`src/rtl/gray_rx_if.sv`:
```
`default_nettype none
// ============================================================================
// Module   : gray_rx_if
// Brief    : Sample/status bundle between a Gray-code source and gray_rx.
//            Carries Err_count only when GRAY_RX_ERRCNT_EN is defined.
// Revision : 1.0
// ============================================================================
interface gray_rx_if #(
   parameter int WIDTH = 3,
   parameter int CNT_W = 8
);
   logic             In_valid;
   logic [WIDTH-1:0] In_gray;
   logic             Resync;
   logic [WIDTH-1:0] Bin_out;
   logic             Out_valid;
   logic             Wrap;
   logic [CNT_W-1:0] Wrap_count;
   logic             Err;
   logic             Err_sticky;
   logic [1:0]       State;
`ifdef GRAY_RX_ERRCNT_EN
   logic [CNT_W-1:0] Err_count;

   modport master (
      output In_valid, In_gray, Resync,
      input  Bin_out, Out_valid, Wrap, Wrap_count, Err, Err_sticky, State, Err_count
   );
   modport slave (
      input  In_valid, In_gray, Resync,
      output Bin_out, Out_valid, Wrap, Wrap_count, Err, Err_sticky, State, Err_count
   );
`else
   modport master (
      output In_valid, In_gray, Resync,
      input  Bin_out, Out_valid, Wrap, Wrap_count, Err, Err_sticky, State
   );
   modport slave (
      input  In_valid, In_gray, Resync,
      output Bin_out, Out_valid, Wrap, Wrap_count, Err, Err_sticky, State
   );
`endif
endinterface
`default_nettype wire

```
`src/rtl/gray_rx.sv`:
```
`default_nettype none
// ============================================================================
// Module   : gray_rx
// Brief    : Gray-code receiver: decode, successor check, wrap counting.
//            Define GRAY_RX_ERRCNT_EN to add the saturating Err_count output.
// Revision : 1.0
// ============================================================================
module gray_rx #(
   parameter int WIDTH      = 3,
   parameter int CNT_W      = 8,
   parameter int ALLOW_HOLD = 1
) (
   input  wire logic Clk,
   input  wire logic Reset,
   gray_rx_if.slave  bus
);
   localparam logic [1:0]       c_SYNC    = 2'b00;
   localparam logic [1:0]       c_TRACK   = 2'b01;
   localparam logic [1:0]       c_LOCKED  = 2'b10;
   localparam logic [WIDTH-1:0] c_ONE     = {{(WIDTH-1){1'b0}}, 1'b1};
   localparam logic [WIDTH-1:0] c_MAX     = {WIDTH{1'b1}};
   localparam logic [CNT_W-1:0] c_CNT_ONE = {{(CNT_W-1){1'b0}}, 1'b1};
   localparam logic [CNT_W-1:0] c_CNT_MAX = {CNT_W{1'b1}};

   logic [1:0]       r_state;
   logic [1:0]       w_state_nxt;
   logic [WIDTH-1:0] r_ref;
   logic [WIDTH-1:0] w_bin;
   logic             r_out_valid;
   logic             r_wrap;
   logic             r_err;
   logic             r_err_sticky;
   logic [CNT_W-1:0] r_wrap_cnt;
   logic             w_check;
   logic             w_step;
   logic             w_hold;
   logic             w_legal;
   logic             w_wrap_tr;
   logic             w_err_nxt;
   logic             w_wrap_nxt;

   // Each binary bit is the XOR of all Gray bits at and above it.
   for (genvar gi = 0; gi < WIDTH; gi++) begin : g_dec
      assign w_bin[gi] = ^bus.In_gray[WIDTH-1:gi];
   end

   assign w_step    = (w_bin == r_ref + c_ONE);
   assign w_hold    = (ALLOW_HOLD != 0) && (w_bin == r_ref);
   assign w_legal   = w_step || w_hold;
   assign w_wrap_tr = (r_ref == c_MAX) && (w_bin == '0);

   always_ff @(posedge Clk) begin
      if (Reset) r_state <= c_SYNC;
      else       r_state <= w_state_nxt;
   end

   always_comb begin
      w_state_nxt = r_state;
      if (bus.Resync) begin
         w_state_nxt = bus.In_valid ? c_TRACK : c_SYNC;
      end else begin
         case (r_state)
            c_SYNC:   if (bus.In_valid) w_state_nxt = c_TRACK;
            c_TRACK:  if (bus.In_valid && !w_legal) w_state_nxt = c_LOCKED;
            c_LOCKED: w_state_nxt = c_LOCKED;
            default:  w_state_nxt = c_SYNC;
         endcase
      end
   end

   // Only a non-resync sample taken while tracking is checked.
   always_comb begin
      w_check    = bus.In_valid && !bus.Resync && (r_state == c_TRACK);
      w_err_nxt  = w_check && !w_legal;
      w_wrap_nxt = w_check && w_wrap_tr;
   end

   always_ff @(posedge Clk) begin
      if (Reset) begin
         r_ref        <= '0;
         r_out_valid  <= 1'b0;
         r_wrap       <= 1'b0;
         r_err        <= 1'b0;
         r_err_sticky <= 1'b0;
         r_wrap_cnt   <= '0;
      end else begin
         r_out_valid <= bus.In_valid;
         r_wrap      <= w_wrap_nxt;
         r_err       <= w_err_nxt;
         if (bus.In_valid) r_ref <= w_bin;
         if (w_err_nxt) r_err_sticky <= 1'b1;
         if (w_wrap_nxt && (r_wrap_cnt != c_CNT_MAX)) r_wrap_cnt <= r_wrap_cnt + c_CNT_ONE;
      end
   end

   assign bus.Bin_out    = r_ref;
   assign bus.Out_valid  = r_out_valid;
   assign bus.Wrap       = r_wrap;
   assign bus.Wrap_count = r_wrap_cnt;
   assign bus.Err        = r_err;
   assign bus.Err_sticky = r_err_sticky;
   assign bus.State      = r_state;

`ifdef GRAY_RX_ERRCNT_EN
   logic [CNT_W-1:0] r_err_cnt;

   always_ff @(posedge Clk) begin
      if (Reset)                                     r_err_cnt <= '0;
      else if (w_err_nxt && (r_err_cnt != c_CNT_MAX)) r_err_cnt <= r_err_cnt + c_CNT_ONE;
   end

   assign bus.Err_count = r_err_cnt;
`endif

endmodule
`default_nettype wire

```
`src/flat_wrapper.sv`:
```
// flat-port wrapper written by rule: the top's interface ports become plain ports
module gray_rx_flat 
#(
   parameter int WIDTH      = 3,
   parameter int CNT_W      = 8,
   parameter int ALLOW_HOLD = 1
)
  (Clk, Reset, bus_In_valid, bus_In_gray, bus_Resync, bus_Bin_out, bus_Out_valid, bus_Wrap, bus_Wrap_count, bus_Err, bus_Err_sticky, bus_State);
  gray_rx_if #(.WIDTH(WIDTH), .CNT_W(CNT_W)) bus_i ();
  input  wire logic Clk;
  input  wire logic Reset;
  input wire logic [$bits(bus_i.In_valid)-1:0] bus_In_valid;
  input wire logic [$bits(bus_i.In_gray)-1:0] bus_In_gray;
  input wire logic [$bits(bus_i.Resync)-1:0] bus_Resync;
  output wire logic [$bits(bus_i.Bin_out)-1:0] bus_Bin_out;
  output wire logic [$bits(bus_i.Out_valid)-1:0] bus_Out_valid;
  output wire logic [$bits(bus_i.Wrap)-1:0] bus_Wrap;
  output wire logic [$bits(bus_i.Wrap_count)-1:0] bus_Wrap_count;
  output wire logic [$bits(bus_i.Err)-1:0] bus_Err;
  output wire logic [$bits(bus_i.Err_sticky)-1:0] bus_Err_sticky;
  output wire logic [$bits(bus_i.State)-1:0] bus_State;
  assign bus_i.In_valid = bus_In_valid;
  assign bus_i.In_gray = bus_In_gray;
  assign bus_i.Resync = bus_Resync;
  assign bus_Bin_out = bus_i.Bin_out;
  assign bus_Out_valid = bus_i.Out_valid;
  assign bus_Wrap = bus_i.Wrap;
  assign bus_Wrap_count = bus_i.Wrap_count;
  assign bus_Err = bus_i.Err;
  assign bus_Err_sticky = bus_i.Err_sticky;
  assign bus_State = bus_i.State;
  gray_rx #(.WIDTH(WIDTH), .CNT_W(CNT_W), .ALLOW_HOLD(ALLOW_HOLD)) u_core (.Clk(Clk), .Reset(Reset), .bus(bus_i));
endmodule
```
`config.mk`:
```
export PLATFORM = sky130hd
export DESIGN_NAME = gray_rx_flat
export DESIGN_NICKNAME = d
export VERILOG_FILES = /design/src/rtl/gray_rx_if.sv /design/src/rtl/gray_rx.sv /design/src/flat_wrapper.sv
export SDC_FILE = /design/constraint.sdc
export NUM_CORES = 1
export LEC_CHECK = 0
export ABC_AREA = 1
export CORE_MARGIN = 2
export CORE_UTILIZATION = 52
export CTS_CLUSTER_SIZE = 14
export DETAILED_ROUTE_END_ITERATION = 8
export PLACE_DENSITY = 0.83
export SETUP_SLACK_MARGIN = 0.15
export SYNTH_ARGS = -nofsm -noshare
export SYNTH_HDL_FRONTEND = slang
export SYNTH_SLANG_ARGS = --single-unit
```
`constraint.sdc`:
```
create_clock -name Clk -period 3.6 [get_ports Clk]
set_input_delay 0.72 -clock Clk [delete_from_list [all_inputs] [get_ports Clk]]
set_output_delay 0.72 -clock Clk [all_outputs]
set_load 0.005 [all_outputs]
```
==> results.txt <==
----------------------------------------------------
[Detailed routing]
  Vias/cell ... 5.073
  Routed via count ... 979
  Initial detailed-routing violation count ... 19
  First-pass iteration count of the detailed router ... 4
  Drt total wl ... 2.211 mm
  Final routed DRC violation total ... 0
  DR WL/cell ... 11.46 um
  Number of nets with antenna violations after detailed routing ... 0

[Yosys]
  Synth area leaders ... sky130_fd_sc_hd__dfxtp_1 (33%), sky130_fd_sc_hd__nand2_1 (11%), sky130_fd_sc_hd__nand3_1 (6.9%), sky130_fd_sc_hd__inv_1 (6.2%), sky130_fd_sc_hd__ha_1 (6.1%)
  Synth unique cells ... 25
  Share of the synthesized area in the top cell type ... 33.29%
  Post-synthesis cell area ... 1022 um^2
  Net Count, Synth ... 154
  Share of flip-flops with an asynchronous set or reset after synthesis ... 0%
  Number of enable-type register cells in the synthesized netlist ... 0
  Synth Register Bits ... 17
  Main flop type after synthesis ... sky130_fd_sc_hd__dfxtp_1
  Post-synthesis sequential area ratio ... 33.29%
  Post-synthesis cell count ... 142
  Average cell area after synthesis ... 7.199 um^2
  Cell taking the most area after synthesis ... sky130_fd_sc_hd__dfxtp_1
  Total number of yosys warnings ... 0

[STA]
  Max-slew headroom ... 63.99%
  Max Clk Rate ... 493.2 MHz
  Final Hold Violating Endpoints ... 0
  Largest clock skew in the final design ... 3.101 ps
  Time the final worst path needs with I/O delays and setup ... 2028 ps
  Transition time of the tightest slew-check pin ... 538.4 ps
  Setup violations, final ... 0
  Number of pins exceeding their max-slew limit in the final report ... 0
  Total Neg Setup Slack ... 0 ps
  Share of the cycle needed by the critical path after routing ... 56.32%
  RSZ-0062 raised after global routing ... false
  Worst hold slack ... 492.9 ps

[Global routing]
  GR Overflow Total ... 0
  Global-route usage over all layers ... 21.30%
  Antenna violations before repair ... 0
  Pin count of the biggest net entering global routing ... 14
  Global-route wire length before repair ... 3.939 mm
  Via count of the first global-routing pass ... 958

[Run status]
  Outcome ... completed

[Floorplan]
  Initial standard-cell utilization of the core ... 53.75%
  Die extent in x ... 48.34 um
  Number of ports placed on the die boundary ... 24
  Row count ... 16
  Core region area ... 1902 um^2
  Die span in y ... 48.34 um
  Total die area ... 2336 um^2

[Placement]
  Global placement routability congestion ... 0.8543
  Buffers on Ports ... 23
  DP Cell Count ... 189
  Hpwl dp ... 1.700 mm

[Clocking]
  Buffer depth of the longest clock path ... 2
  Clock tree from TritonCTS ... done
  Quantity of gates resized following cts ... 0
  Root Buffer Master ... sky130_fd_sc_hd__clkbuf_4
  Post-CTS repair timing setup buffer count ... 0
  Number of buffers created by CTS ... 3
  Hold-fix buffer count after cts ... 0
  Clock latency at the later pin of the worst-skew pair ... 300 ps
  Number of clock sinks ... 17
  Number of levels in the clock H-tree ... 1
  Clock input transition at the sequential cells of the worst setup and hold paths ... 100 ps

[Setup path]
  Worst R2R End ... u_core.bus.State[1]
  Type of element launching the critical path ... input port
  R2R Setup Slk ... 1900 ps
  Startpoint of the worst register-to-register path ... u_core.bus.Bin_out[0]
  Biggest fanout along the worst timing path ... 6
  Number of cells on the worst reg-to-reg path ... 9
  Arrival @ worst endpoint ... 2220 ps
  Critical Setup Path Class ... in2reg
  Critical path endpoint category ... flop
  Worst Path Required ... 3790 ps

[Min path]
  Type of the tightest min-delay check ... reg2reg
  Worst hold path stage count ... 2
  Worst-case hold path end point ... u_core.bus.Err_sticky
  Hold Path Origin ... u_core.bus.Err_sticky

[Final layout]
  Proportion of layout cells with a drive suffix above 1 ... 14.46%
  Area growth from synthesis to final layout ... 26.44%
  Number of nets in the layout ... 179
  Most common cell after layout, fill and taps aside ... sky130_fd_sc_hd__nand2_1
  Non-filler cells, final ... 193
  Most frequent cells in the layout ... sky130_fd_sc_hd__nand2_1 (29), sky130_fd_sc_hd__clkdlybuf4s50_1 (23), sky130_fd_sc_hd__inv_1 (17), sky130_fd_sc_hd__dfxtp_1 (17), sky130_fd_sc_hd__nand3_1 (14)
  Antenna Cells ... 0

[Power and ir drop]
  Peak supply drop ... 0.2108 mV
  Pwr per Cell Area ... 311.1 nW/um^2
  Leakage power summed over all cells ... 0.5363 nW

[Job]
  Max-cap violations ... 0

----------------------------------------------------
-- final cells by class --
cell class	instances	area [um^2]
Tap cell	27	33.78
Clock buffer	4	26.28
Multi-Input combinational cell	101	578.1
Inverter	21	83.83
Fill cell	177	609.3
Sequential cell	17	340.3
Timing Repair Buffer	23	230.2
-- metal layers --
metal | wire length, um | share of wire, % | global-route usage [%] | up-vias
met3 | 93 | 4.2 | 5.864 | 5
li1 | - | - | - | 503
met4 | 38 | 1.7 | 10.00 | 0
met5 | 0 | 0 | 0 | -
met2 | 1145 | 52 | 37.73 | 24
met1 | 933 | 42 | 23.59 | 447
-- worst max-delay path by stage --
stage,startpoint,end,slack (ps),cells after the start
2_1_floorplan,bus_In_gray[2],u_core.bus.Wrap_count[3],1990,7
3_3_place_gp,bus_In_gray[2],u_core.bus.Wrap_count[2],1380,9
3_5_place_dp,bus_In_gray[2],u_core.bus.State[1],1280,10
4_1_cts,u_core.bus.Bin_out[0],bus_Bin_out[0],1590,1
5_1_grt,bus_In_gray[2],u_core.bus.Wrap_count[3],1520,7
6_report,bus_In_gray[2],u_core.bus.State[1],1570,10
-- sequential cells by signal, indices dropped and copies added (netlist names) --
register and cells:
u_core.bus.State 2, u_core.bus.Bin_out 3, u_core.bus.Err 1, u_core.bus.Wrap 1, u_core.bus.Wrap_count 8, u_core.bus.Err_sticky 1
u_core.bus.Out_valid 1
-- logic make-up after synthesis --
logic type / after synthesis / synth area share [%]
and+or+nand+nor: 71 / 35.13
buffers and inverters: 24 / 10.16
AOI/OAI and AO/OA: 19 / 10.16
DFF: 17 / 33.29
xor gates and xnor gates: 6 / 5.142
adders and majority gates: 5 / 6.120
-- power breakdown --
group | internal (mW) | switching (mW)
registers | 0.196 | 0.00714
logic | 0.0431 | 0.0511
clock network | 0.0432 | 0.0621
-- through the flow --
step | power (mW) | utilization, % | instance area [um^2] | setup slack, ps
2_1_floorplan | 0.2660 | - | 1022 | 1992
3_3_place_gp | 0.2949 | 66.58 | 1266 | 1379
3_5_place_dp | 0.3000 | 66.58 | 1266 | 1276
4_1_cts | 0.4057 | 67.96 | 1292 | 1589
5_1_grt | 0.4240 | 67.96 | 1292 | 1516
6_report | 0.4021 | 67.96 | 1292 | 1572
-- cell usage after synthesis, types with 3 or more instances --
master / n
sky130_fd_sc_hd__nor2_1: 10
sky130_fd_sc_hd__nand2_2: 7
sky130_fd_sc_hd__nand3_2: 3
sky130_fd_sc_hd__nand3_1: 14
sky130_fd_sc_hd__xor2_1: 3
sky130_fd_sc_hd__o21ai_0: 5
sky130_fd_sc_hd__xnor2_1: 3
sky130_fd_sc_hd__a21oi_1: 11
sky130_fd_sc_hd__ha_1: 5
sky130_fd_sc_hd__nand2_1: 29
sky130_fd_sc_hd__dfxtp_1: 17
sky130_fd_sc_hd__inv_2: 3
sky130_fd_sc_hd__inv_1: 17
-- critical path: stages --
cell and delay, ps:
sky130_fd_sc_hd__clkdlybuf4s50_1 630, sky130_fd_sc_hd__inv_2 90, sky130_fd_sc_hd__nand3_1 170, sky130_fd_sc_hd__nand2_2 90, sky130_fd_sc_hd__nand2_1 70, sky130_fd_sc_hd__nand3_2 80
sky130_fd_sc_hd__nand2_2 90, sky130_fd_sc_hd__nand2_2 50, sky130_fd_sc_hd__a21oi_1 160, sky130_fd_sc_hd__nor2_1 70
Power figures use the tool's default switching activity.
